[src/rtl/mem_responder_pkg.sv]
// Shared types for the memory responder: address/RW selects, FSM states.
// Also carries the wait-state limit used to clamp the counter load.
package mem_responder_pkg;

  localparam int MAX_WAIT_STATES = 15;
  localparam int CNT_W           = 4;

  typedef enum logic [1:0] {
    PC_ADDR = 2'd0,
    A_ADDR  = 2'd1
  } mm_t;

  typedef enum logic {
    READ  = 1'b0,
    WRITE = 1'b1
  } mw_t;

  typedef logic [7:0] data_t;

  typedef enum logic [1:0] {
    IDLE,
    ACCESS,
    WAIT,
    DONE
  } mresp_state_t;

  function automatic logic [CNT_W-1:0] ws_load(input int ws);
    int c;
    c = (ws > MAX_WAIT_STATES) ? MAX_WAIT_STATES : ws;
    c = (c < 0) ? 0 : c;
    return CNT_W'(c);
  endfunction

endpackage

[src/rtl/mem_responder_wait.sv]
// Loadable 4-bit down-counter; saturates at zero and flags it.
// Load has priority over decrement.
module wait_counter
  import mem_responder_pkg::*;
(
  input  logic             clk,
  input  logic             rst_n,
  input  logic             load,
  input  logic             dec,
  input  logic [CNT_W-1:0] load_val,
  output logic [CNT_W-1:0] count,
  output logic             zero
);

  logic [CNT_W-1:0] cnt;

  always_ff @(posedge clk or negedge rst_n) begin
    if (!rst_n) begin
      cnt <= '0;
    end else if (load) begin
      cnt <= load_val;
    end else if (dec && (cnt != '0)) begin
      cnt <= cnt - CNT_W'(1);
    end
  end

  assign count = cnt;
  assign zero  = (cnt == '0);

endmodule

[src/rtl/mem_responder.sv]
// Memory-side responder: latches a request, drives memory for
// 1+WAIT_STATES cycles, then pulses ready with the captured read data.
module mem_responder
  import mem_responder_pkg::*;
#(
  parameter int WAIT_STATES = 1,
  parameter int ADDR_W      = 16,
  parameter int DATA_W      = 8
) (
  input  logic              clk,
  input  logic              rst_n,
  input  logic              req,
  input  mm_t               mm,
  input  mw_t               mw,
  input  logic [ADDR_W-1:0] pc,
  input  logic [ADDR_W-1:0] areg,
  input  logic [DATA_W-1:0] wdata,
  output logic [DATA_W-1:0] rdata,
  output logic              ready,
  output logic              busy,
  output logic [ADDR_W-1:0] mem_addr,
  output logic              mem_en,
  output logic              mem_we,
  output logic [DATA_W-1:0] mem_wdata,
  input  logic [DATA_W-1:0] mem_rdata
);

  localparam logic [CNT_W-1:0] WS_LD = ws_load(WAIT_STATES);
  localparam logic [CNT_W-1:0] ONE   = CNT_W'(1);

  mresp_state_t      state;
  mresp_state_t      state_nx;
  logic [ADDR_W-1:0] addr_mux;
  logic [ADDR_W-1:0] addr_q;
  logic [DATA_W-1:0] wdata_q;
  logic [DATA_W-1:0] rdata_q;
  mw_t               mw_q;
  logic [CNT_W-1:0]  cnt;
  logic              cnt_zero;
  logic              take;
  logic              dec;
  logic              last;

  always_comb begin
    addr_mux = pc;
    unique case (1'b1)
      (mm == A_ADDR): addr_mux = areg;
      default:        addr_mux = pc;
    endcase
  end

  wait_counter u_wait (
    .clk      (clk),
    .rst_n    (rst_n),
    .load     (take),
    .dec      (dec),
    .load_val (WS_LD),
    .count    (cnt),
    .zero     (cnt_zero)
  );

  always_ff @(posedge clk or negedge rst_n) begin
    if (!rst_n) begin
      state <= IDLE;
    end else begin
      state <= state_nx;
    end
  end

  always_comb begin
    state_nx = state;
    take     = 1'b0;
    dec      = 1'b0;
    last     = 1'b0;
    busy     = 1'b0;
    mem_en   = 1'b0;
    mem_we   = 1'b0;
    ready    = 1'b0;
    unique case (state)
      IDLE: begin
        take     = req;
        state_nx = req ? ACCESS : IDLE;
      end
      ACCESS: begin
        busy     = 1'b1;
        mem_en   = 1'b1;
        mem_we   = (mw_q == WRITE);
        last     = cnt_zero;
        state_nx = cnt_zero ? DONE : WAIT;
      end
      WAIT: begin
        busy     = 1'b1;
        mem_en   = 1'b1;
        mem_we   = (mw_q == WRITE);
        dec      = 1'b1;
        // <=1 rather than ==1 so a stray zero can never hang here
        last     = (cnt <= ONE);
        state_nx = last ? DONE : WAIT;
      end
      DONE: begin
        ready    = 1'b1;
        take     = req;
        state_nx = req ? ACCESS : IDLE;
      end
      default: state_nx = IDLE;
    endcase
  end

  always_ff @(posedge clk or negedge rst_n) begin
    if (!rst_n) begin
      addr_q  <= '0;
      wdata_q <= '0;
      rdata_q <= '0;
      mw_q    <= READ;
    end else begin
      if (take) begin
        addr_q  <= addr_mux;
        wdata_q <= wdata;
        mw_q    <= mw;
      end
      if (last && (mw_q == READ)) begin
        rdata_q <= mem_rdata;
      end
    end
  end

  assign mem_addr  = addr_q;
  assign mem_wdata = wdata_q;
  assign rdata     = rdata_q;

endmodule

[config.mk]
export PLATFORM = sky130hd
export DESIGN_NAME = mem_responder
export DESIGN_NICKNAME = d
export VERILOG_FILES = /design/src/rtl/mem_responder_pkg.sv /design/src/rtl/mem_responder_wait.sv /design/src/rtl/mem_responder.sv
export SDC_FILE = /design/constraint.sdc
export NUM_CORES = 1
export LEC_CHECK = 0
export BUFFER_PORTS_ARGS = -buffer_cell sky130_fd_sc_hd__buf_2
export CORE_MARGIN = 2
export CORE_UTILIZATION = 35
export CTS_BUF_LIST = sky130_fd_sc_hd__clkbuf_2 sky130_fd_sc_hd__clkbuf_4 sky130_fd_sc_hd__clkbuf_8
export DETAILED_ROUTE_END_ITERATION = 10
export PLACE_DENSITY = 0.66
export SLEW_MARGIN = 10
export SYNTH_ARGS = -nofsm -noshare
export SYNTH_HDL_FRONTEND = slang
export SYNTH_SLANG_ARGS = --single-unit
[constraint.sdc]
create_clock -name clk -period 1.6 [get_ports clk]
set_input_delay 0.24 -clock clk [delete_from_list [all_inputs] [get_ports clk]]
set_output_delay 0.24 -clock clk [all_outputs]
set_load 0.02 [all_outputs]
# Word level (Yosys, flattened, before mapping)
# Index checks and enable logic that the tools add are counted.
# Widths: inputs -> output; s select.
dict set report op_classes {
  n_bitwise 1
  n_reduce_logical 8
  add_sub_neg 1
  magnitude_cmp 1
  eq_ne 4
  n_mux 13
}
# cell count
set op_table {}
lappend op_table {{$mux 16} 1}
lappend op_table {{$mux 1} 8}
lappend op_table {{$mux 4} 2}
lappend op_table {{$pmux 2 s3} 1}
lappend op_table {{$eq 2x1->1 const B} 2}
lappend op_table {{$eq 2x2->1 const B} 2}
lappend op_table {{$le 4x1->1 const B} 1}
lappend op_table {{$logic_not 4->1} 1}
lappend op_table {{$reduce_bool 4->1} 1}
lappend op_table {{$reduce_or 2->1} 2}
lappend op_table {{$sub 4x1->4 const B} 1}
lappend op_table {{$logic_and 1x1->1} 2}
lappend op_table {{$logic_not 2->1} 1}
lappend op_table {{$pmux 1 s2} 1}
lappend op_table {{$reduce_bool 2->1} 1}
lappend op_table {{$not 1->1} 1}
dict set report totals {
  reg_bits 39
  elab_cells 34
  inputBits 54
  out_inout_bits 36
}

# Depth between registers and ports, before layout
# Gate-level depths: netlist of the first run.
dict set report depth {
  depth_word 5
  mapped_depth 7
  depth_no_buf 5
}

# By module
# From an unflattened synthesis of the first run, not the netlist that was laid out.
dict set report hier_totals {
  hier_cells 155
  area_unflattened_um2 1836.8
}
# mod cells_each seq_area_each_um2 n_inst area_each_um2
set modules_own_cells {}
lappend modules_own_cells {mem_responder 128 875.8 1 1566.5}
lappend modules_own_cells {wait_counter 27 100.1 1 270.3}

# Worst setup path before layout of the first run
# OpenSTA, ideal clock, no wires.
dict set report synth_timing {
  path_type {register -> register}
  startpoint {register state[0]}
  endpoint {register rdata_q[0], in the netlist rdata[0]}
  path_slack_ps 24
  period_less_slack_ps 1576
  t_required_ps 1475
  path_stages_with_launch 7
  arrival_time_ps 1451
  setup_time_ps 125
  path_buffers 1
  cell_sequence {dfrtp_1 inv_1 ha_1 nor2_1 and4bb_1 buf_6 mux2_4}
}
dict set report synth_via {
  elab_chain_cells 3
  elab_cells_between_ends 4
  classes_between {eq/ne: 2; mux: 1; reduce/logical: 1}
}
# item line
set synth_rtl {}
lappend synth_rtl {{start, declared} mem_responder.sv:31} ;# mresp_state_t state;
lappend synth_rtl {{start signal, assigned} mem_responder.sv:66} ;# state <= state_nx;
lappend synth_rtl {{$eq 2x2->1 or $eq 2x1->1 (tied branches)} mem_responder.sv:79} ;# unique case (state)
lappend synth_rtl {{$pmux 1 s2 *} mem_responder.sv:79}
lappend synth_rtl {{$logic_and 1x1->1 *} mem_responder.sv:121} ;# if (last && (mw_q == READ)) begin
lappend synth_rtl {{end signal, assigned} mem_responder.sv:122} ;# rdata_q <= mem_rdata;
lappend synth_rtl {{end, declared} mem_responder.sv:36} ;# logic [DATA_W-1:0] rdata_q;
# Mark *: on every way between the ends. The rest lies on a longest branch, timed or not.
# A chain may end at the register's enable or synchronous reset.

# Worst setup path after layout of the first run
dict set report layout_timing {
  startpoint {register state[0]}
  endpoint {register rdata_q[7], in the netlist rdata[7]}
}
# The elaborated chain is that of the path after synthesis.

==> results.cfg, run 1 <==
[cts]
clockBufferDepth = 2
cts-root-buf = clkbuf_8
clock_latency_ns = 0.28
clock_sinks = 39
path_clk_slew_ns = 0.07
cts_buffers = 5
hold_buffers = 0
cts_tree = yes
ctsHtreeMaxLevel = 2

[yosys]
synth_nets = 227
synth.area.mux_share_pct = 16.0
async_reset_ff_share_pct = 100
synth_flop_cell = dfrtp_1
yosys_warnings = 0
ys_seq_area_share_pct = 53.9
synth-adder-area-share_pct = 3.45
yosys_register_bits = 39
synth-simple-area-share_pct = 15.7
syn_area_per_cell_um2 = 10.8
netlist_area_mm2 = 0.00181
synth_xor_area_share_pct = 0
netlist_instances = 168
synth_compound_area_share_pct = 6.42
synth_edf_count = 0
synth_cell_type_count = 24
synth_top_family_by_area = multiplexers

[timing]
setup-tns-final_ns = 0
setup_viol = 0
slew_violations = 0
fmax_mhz = 633
post-route-period-util_pct = 98.8
fin_crit_ns = 1.58
final-hold-violation-count = 0
fin_skew_ns = 0.00333
rsz0062_at_grt = true
tightest_slew_ns = 0.492
slew_headroom_pct = 67.2

[routing]
wl_mm = 3.87
drtPass1Iterations = 4
viasPerCell = 4.37
drt-initial-drc-count = 51
via_count = 1478
drc = 0
ant_nets = 0
wire_per_inst_um = 11.5

[placed_design]
dp_cells = 327
place_area_mm2 = 0.00238
gp_congestion = 0.802
io_buffers = 89
hpwl_mm = 2.84

[die]
die_h_um = 75.9
die_w_um = 75.9
core_area_mm2 = 0.00504
num_io_pins = 90
dieArea_mm2 = 0.00577
initial_utilization_pct = 35.9
rows = 26

[worst_setup_path]
regToRegSetupSlack_ns = 0.02
ff2ff_path_depth = 6
critPathRequiredTime_ns = 1.76
start_kind = register
crit_path_start = state[0]$_DFF_PN0_
worstSetupEndpointType = register
critical_path_arrival_ns = 1.74
r2r-end = rdata[7]$_DFFE_PN0P_
regToRegStartpoint = state[0]$_DFF_PN0_
worstSetupPathType = register to register
crit_path_max_fanout = 8

[final_layout]
mostFrequentLayoutCell = buf_2
instances_no_fill = 338
postLayoutCellArea_mm2 = 0.00256
finalNetCount = 327
fillers = 459
multi_input_area_um2 = 803
regArea_um2 = 977
syn_to_final_growth_pct = 41.1
final_layout_size_suffix_gt1_share_pct = 49.6
layout_common_cells = buf_2 (88), nand2_1 (46), dfrtp_1 (38)
num_antenna_cells = 0

[hold_path]
hold_path_class = input pin to asynchronous set/reset pin

[pwr]
p_seq_share_pct = 33.6
internal_power_mw = 3.05
netSwitchingPower_mw = 2.14
combinationalPowerShare_pct = 53.9
power_density_mw_per_mm2 = 2030
vdd_drop_max_v = 0.000700
switching_share_pct = 41.3
total_power_mw = 5.20
clkPwrFrac_pct = 12.5
power_leakage_nw = 1.34

[flow_run]
maxCapViolations = 0

[global_route]
track_usage_pct = 14.1
overflow = 0
grt_pass1_vias = 1455
grt_antenna_before_repair = 0
grt_max_degree = 40
grt_pass1_wl_mm = 6.58

[outcome]
status = complete, no violations
-- stage by stage --
| step | worst slack [ns] | utilization (%) | hold slack, ns |
|---|---|---|---|
| after floorplan | 0.0238 | - | -0.0556 |
| after global placement | 0.0135 | 47.3 | 0.319 |
| after detailed placement | -0.0518 | 47.3 | 0.324 |
| after CTS | 0.00811 | 49.8 | 0.00695 |
| after global routing | -0.0403 | 50.7 | 0.0445 |
| final | 0.0199 | 50.7 | 0.00661 |
-- cell type report --
type | count | share of cell area [%]
Multi-Input combinational cell | 114 | 31.4
Clock buffer | 6 | 3.23
Clock inverter | 1 | 0.196
Sequential cell | 39 | 38.2
Timing Repair Buffer | 103 | 22.8
Inverter | 5 | 0.734
Tap cell | 70 | 3.43
-- synthesized netlist by cell type (3+ instances only) --
master	instances	area, µm²
nor2_1	5	18.8
dfrtp_1	39	976
ha_1	5	62.6
buf_4	3	22.5
clkbuf_1	5	18.8
o21ai_0	16	80.1
nand2_1	46	173
inv_1	5	18.8
mux2_4	8	120
mux2i_1	17	170
a21oi_1	3	15.0
-- sequential cells by signal (all words and copies together) (netlist names) --
| name | cells |
|---|---|
| mem_addr | 16 |
| mem_wdata | 8 |
| rdata | 8 |
| u_wait.count | 4 |
| state | 2 |
| mw_q | 1 |
-- worst max-delay path by stage --
stage / endpoint / slack [ns]
finish: rdata[7]$_DFFE_PN0P_ / 0.02
global route: rdata[2]$_DFFE_PN0P_ / -0.04
CTS: rdata[7]$_DFFE_PN0P_ / 0.008
detailed placement: rdata[7]$_DFFE_PN0P_ / -0.05
global placement: rdata[4]$_DFFE_PN0P_ / 0.01
floorplan: rdata[0]$_DFFE_PN0P_ / 0.02
-- power groups by stage --
stage                     Combinational (mW)  Sequential, mW  Clock (mW)
after floorplan                         1.25            2.22           0
after global placement                  2.57            1.75           0
after detailed placement                2.62            1.74           0
after CTS                               2.72            1.74       0.685
after global routing                    3.10            1.82       0.728
final                                   2.80            1.75       0.647
-- logic make-up (layout without fill, tap and decap cells) --
kind of cell,Yosys count,in the layout
adders and majority gates,5,5
muxes,25,25
DFF,39,39
AOI/OAI and AO/OA,22,22
and+or+nand+nor,62,62
buffers and inverters,15,115
-- timing repair --
action / in CTS / in global routing
pin swaps: 2 / 4
gates cloned: 0 / 0
buffers inserted: 2 / 3
hold endpoints to repair: 0 / 0
endpoints found under the setup margin: 11 / 8
gates resized for setup: 7 / 7
-- worst max-delay path: stages (launching register included) --
cell      delay, ns
dfrtp_1        0.40
buf_6          0.13
ha_4           0.16
nor2_4         0.10
and4bb_1       0.24
buf_12         0.15
mux2_4         0.29
-- layer usage --
layer,routed length [µm],share of wire (%),track usage (%),vias up
li1,-,-,-,755
met5,0,0,0,-
met2,1860,48,23.6,55
met3,215,5.5,3.69,4
met4,57,1.5,6.00,0
met1,1740,45,17.3,664
No activity file was read; power rests on OpenSTA's default activity.
==> run 2: changes to the inputs <==
- CORE_ASPECT_RATIO: default -> 0.8
- SETUP_SLACK_MARGIN: default -> 0.02
==> results.cfg, run 2 (synthesis results as in run 1) <==
[outcome]
status = finished, violations left
failed_checks = setup timing

[timing]
fin_skew_ns = 0.00465
fin_crit_ns = 1.60
tightest_slew_ns = 0.385
fmax_mhz = 624
setup_viol = 2
final-hold-violation-count = 0
post-route-period-util_pct = 100
slew_violations = 0
rsz0062_at_grt = true
post-route-worst-setup-slack_ns = -0.00261
slew_headroom_pct = 74.3

[worst_setup_path]
crit_buf_inv = 2
critPathRequiredTime_ns = 1.77
regToRegSetupSlack_ns = -0.003
crit_path_max_incr_delay_ns = 0.40
critical_path_arrival_ns = 1.77
r2r-end = rdata[7]$_DFFE_PN0P_
cp_slowest_cell = dfrtp_1
cp_top_family = flip-flops
worstSetupPathType = register to register
start_kind = register
regToRegStartpoint = state[0]$_DFF_PN0_
crit_path_max_fanout = 8
worstSetupEndpointType = register
crit_path_start = state[0]$_DFF_PN0_
ff2ff_path_depth = 6
worstPathCellList = inv_2 -> ha_4 -> nor2_2 -> and4bb_1 -> buf_12 -> mux2_4

[cts]
cts-root-buf = clkbuf_8
clockBufferDepth = 2
clock_sinks = 39
ctsHtreeMaxLevel = 2
cts_tree = yes
cts_buffers = 5
path_clk_slew_ns = 0.07
clock_latency_ns = 0.28

[die]
die_h_um = 68.4
core_area_mm2 = 0.00501
die_w_um = 84.4
dieArea_mm2 = 0.00577
num_io_pins = 90
initial_utilization_pct = 36.2
rows = 23

[pwr]
total_power_mw = 5.65
power_leakage_nw = 1.36
vdd_drop_max_v = 0.000945
power_density_mw_per_mm2 = 2140

[placed_design]
gp_congestion = 0.814
hpwl_mm = 2.89
io_buffers = 89
dp_cells = 317

[final_layout]
fillers = 486
mostFrequentLayoutCell = buf_2
syn_to_final_growth_pct = 45.4
layout_common_cells = buf_2 (86), nand2_1 (46), dfrtp_1 (38)
num_antenna_cells = 0
largest_reg_flops = 16
multi_input_area_um2 = 835
finalNetCount = 324
instances_no_fill = 328
final_layout_size_suffix_gt1_share_pct = 51.5
regArea_um2 = 977

[routing]
drc = 0
ant_nets = 0
drt-initial-drc-count = 39
drtPass1Iterations = 4
viasPerCell = 4.45
wire_per_inst_um = 11.9
wl_mm = 3.90
via_count = 1458

[hold_path]
worstHoldStart = wdata[0]
hold_path_class = input pin to register
min_path_cells = 3
hold_end = mem_wdata[0]$_DFFE_PN0P_

[global_route]
grt_max_degree = 28
overflow = 0
grt_pass1_wl_mm = 6.19
grt_antenna_before_repair = 0
grt_pass1_vias = 1330
track_usage_pct = 13.7

[flow_run]
maxCapViolations = 0
[run 2: cell count changes in the layout (fill, tap and decap cells not counted), sizes merged]
| cell | previous run | this run |
|---|---|---|
| dlygate4sd3 | 0 | 1 |
| clkinv | 1 | 0 |
| bufinv | 0 | 2 |
| buf | 103 | 99 |
[run 2: repair_timing]
item	4_1_cts	5_1_grt
buffers inserted	2	0
resized for setup	13	14
setup endpoints to repair	11	15
hold endpoints to repair	15	0
pin swaps	3	2
hold buffers	1	0
[run 2: power breakdown]
group          switching (mW)  internal [mW]
logic                    1.60           1.31
registers               0.297           1.47
clock network           0.332          0.640
total                    2.23           3.41
[run 2: routing by layer]
layer	up-vias	track usage (%)	share of wire, %
met1	654	18.5	47
li1	751	-	-
met2	51	21.3	46
met5	-	0	0
met4	0	4.17	0.46
met3	2	4.10	7.0
[run 2: worst min-delay path: cells and delay by family]
family                 cells  cell delay [ns]
and+or+nand+nor            2             0.08
buffers and inverters      1             0.07
[run 2: worst max path at each step]
stage,endpoint,cells past startpoint
after global routing,rdata[7]$_DFFE_PN0P_,6
after detailed placement,rdata[7]$_DFFE_PN0P_,6
after floorplan,rdata[0]$_DFFE_PN0P_,6
after global placement,rdata[2]$_DFFE_PN0P_,6
after CTS,rdata[7]$_DFFE_PN0P_,6
final,rdata[7]$_DFFE_PN0P_,6
[run 2: metrics by stage]
| step | hold WS (ns) | utilization, % | setup TNS, ns | area [µm²] | setup slack, ns |
|---|---|---|---|---|---|
| detailed placement | 0.191 | 47.4 | -0.205 | 2370 | -0.0312 |
| CTS | 0.133 | 51.7 | 0 | 2590 | 0.0230 |
| global route | 0.150 | 52.6 | -0.234 | 2640 | -0.0369 |
| finish | 0.140 | 52.6 | -0.00271 | 2640 | -0.00261 |
| floorplan | -0.0556 | - | 0 | 1810 | 0.0238 |
| global placement | 0.191 | 47.4 | 0 | 2370 | 0.00865 |
[run 2: area by class of cell]
cell class,count,area share [%]
sequential,39,37.1
multi-input combinational,114,31.7
timing repair buffer,100,22.4
tap,62,2.94
clock buffer,6,2.90
clock inverter,2,2.28
inverter,5,0.712
==> run 3: changes to the inputs <==
- ABC_AREA: default -> 1
==> results.cfg, run 3 <==
[outcome]
status = complete, no violations

[routing]
drc = 0
viasPerCell = 4.37
wire_per_inst_um = 11.3
via_count = 1633
ant_nets = 0
drtPass1Iterations = 4
wl_mm = 4.24
drt-initial-drc-count = 59

[timing]
post-route-worst-setup-slack_ns = 0.115
fmax_mhz = 673
setup-tns-final_ns = 0
final-hold-violation-count = 0
rsz0062_at_grt = false
holdWs_ns = 0.140
tightest_slew_ns = 0.519
fin_crit_ns = 1.49
setup_viol = 0
slew_headroom_pct = 65.4
fin_skew_ns = 0.00677
post-route-period-util_pct = 92.8
slew_violations = 0

[global_route]
grt_antenna_before_repair = 0
grt_pass1_vias = 1521
overflow = 0
grt_pass1_wl_mm = 6.89
grt_max_degree = 29
track_usage_pct = 15.2

[final_layout]
mostFrequentLayoutCell = buf_2
instances_no_fill = 374
num_antenna_cells = 0
largest_reg_flops = 16
syn_to_final_growth_pct = 38.4
final_layout_size_suffix_gt1_share_pct = 39.1
finalNetCount = 370
layout_common_cells = buf_2 (88), nand2_1 (65), dfrtp_1 (39)
postLayoutCoreUtil_pct = 50.4

[yosys]
yosysTopAreaCell = dfrtp_1
synth_cell_type_count = 20
netlist_area_mm2 = 0.00183
yosys_warnings = 0
synth_top_area_share_pct = 53.2
netlist_instances = 213
synth_nets = 272
synth_common_cells = nand2_1 (65), dfrtp_1 (39), o21ai_0 (25), inv_1 (21), nor2_1 (20)
yosysMostFrequentCell = nand2_1
synth_area_leaders = dfrtp_1 (53%), nand2_1 (13%), o21ai_0 (6.8%)
syn_area_per_cell_um2 = 8.61
synth_edf_count = 0
synth_flop_cell = dfrtp_1
ys_seq_area_share_pct = 53.2
async_reset_ff_share_pct = 100
yosys_register_bits = 39

[worst_setup_path]
worstPathCellList = inv_1 -> ha_4 -> inv_1 -> buf_2
crit_buf_inv = 3
regToRegSetupSlack_ns = 0.15
start_kind = register
worstSetupEndpointType = primary output
crit_path_max_fanout = 4
cp_top_family = flip-flops
cp_common_cell = inv_1
worstSetupPathType = register to primary output
crit_path_max_incr_delay_ns = 0.39
cp_slowest_cell = dfrtp_1
critPathRequiredTime_ns = 1.36
critical_path_arrival_ns = 1.25

[cts]
clockBufferDepth = 2
clock_latency_ns = 0.29
clock_sinks = 39
ctsHtreeMaxLevel = 2
path_clk_slew_ns = 0.08
cts_tree = yes
cts_buffers = 5
cts-root-buf = clkbuf_8

[placed_design]
dp_cells = 361
hpwl_mm = 3.15
gp_congestion = 0.731
io_buffers = 89
pre_cts_ws_ns = 0.0334

[die]
core_area_mm2 = 0.00504
die_w_um = 84.9
num_io_pins = 90
rows = 23
die_h_um = 68.7
dieArea_mm2 = 0.00584
initial_utilization_pct = 36.4

[flow_run]
maxCapViolations = 0

[hold_path]
hold_path_class = input pin to register

[pwr]
vdd_drop_max_v = 0.000909
power_leakage_nw = 1.41
power_density_mw_per_mm2 = 2070
run 3: changes by cell type after synthesis, moves of 8 or more:
cell	before	now
nand2_1	46	65
mux2i_1	17	0
inv_1	5	21
nor2_1	5	20
o21ai_0	16	25
o21ai_1	1	10
mux2_4	8	0
o21ai_2	0	8
run 3: what timing repair did:
| action | CTS | global route |
|---|---|---|
| endpoints found under the hold margin | 7 | 0 |
| endpoints found under the setup margin | 2 | 18 |
| pin swaps | 1 | 0 |
| gates resized for setup | 0 | 5 |
| hold buffers | 1 | 0 |
| buffers inserted | 2 | 2 |
run 3: path summary, 6_finish.rpt:
kind,start,end,cells past startpoint
min in group asynchronous,rst_n,rdata[3]$_DFFE_PN0P_,2
worst max-delay path,state[0]$_DFF_PN0_,mem_en,4
worst min-delay path,wdata[4],mem_wdata[4]$_DFFE_PN0P_,3
max in group asynchronous,rst_n,mem_addr[4]$_DFFE_PN0P_,3
worst max register to register,state[1]$_DFF_PN0_,u_wait.count[2]$_DFFE_PN0P_,7
worst min register to register,mem_wdata[1]$_DFFE_PN0P_,mem_wdata[1]$_DFFE_PN0P_,2
run 3: final cells by class:
type	count	area, µm²
well taps	62	77.6
clock buffers	6	82.6
multi-input cells	143	728
clock inverters	2	16.3
repair buffers	100	571
inverters	22	85.1
fillers	490	2500
flip-flops and latches	39	976
run 3: kinds of logic after synthesis:
kind of cell	Yosys count	synth area share, %
flops	39	53.2
buf+inv	31	7.85
simple gates	92	21.0
xor+xnor	1	0.478
fa+ha+maj	5	3.41
compound gates	45	14.1
run 3: metal layers:
metal  track usage (%)  vias to the layer above  wire length, µm
met5                 0                        -                0
met4              6.94                        0               57
met3              3.69                        6              246
met2              25.5                       51             1990
met1              18.9                      712             1940
li1                  -                      864                -
run 3: worst reg2reg max path: stages (launching register included):
cell     delay [ns]
dfrtp_1        0.43
ha_4           0.29
nand2_1        0.12
buf_12         0.20
nand2_1        0.12
inv_1          0.07
nand2_1        0.06
nand2_1        0.05
run 3: through the flow:
step	power [mW]	cell area, µm²
finish	5.24	2540
global route	5.71	2540
CTS	5.18	2490
detailed placement	4.43	2360
global placement	4.38	2360
floorplan	3.59	1830
run 3: power breakdown:
| part | internal [mW] | switching, mW |
|---|---|---|
| clock | 0.352 | 0.355 |
| sequential | 1.47 | 0.265 |
| combinational | 1.06 | 1.73 |
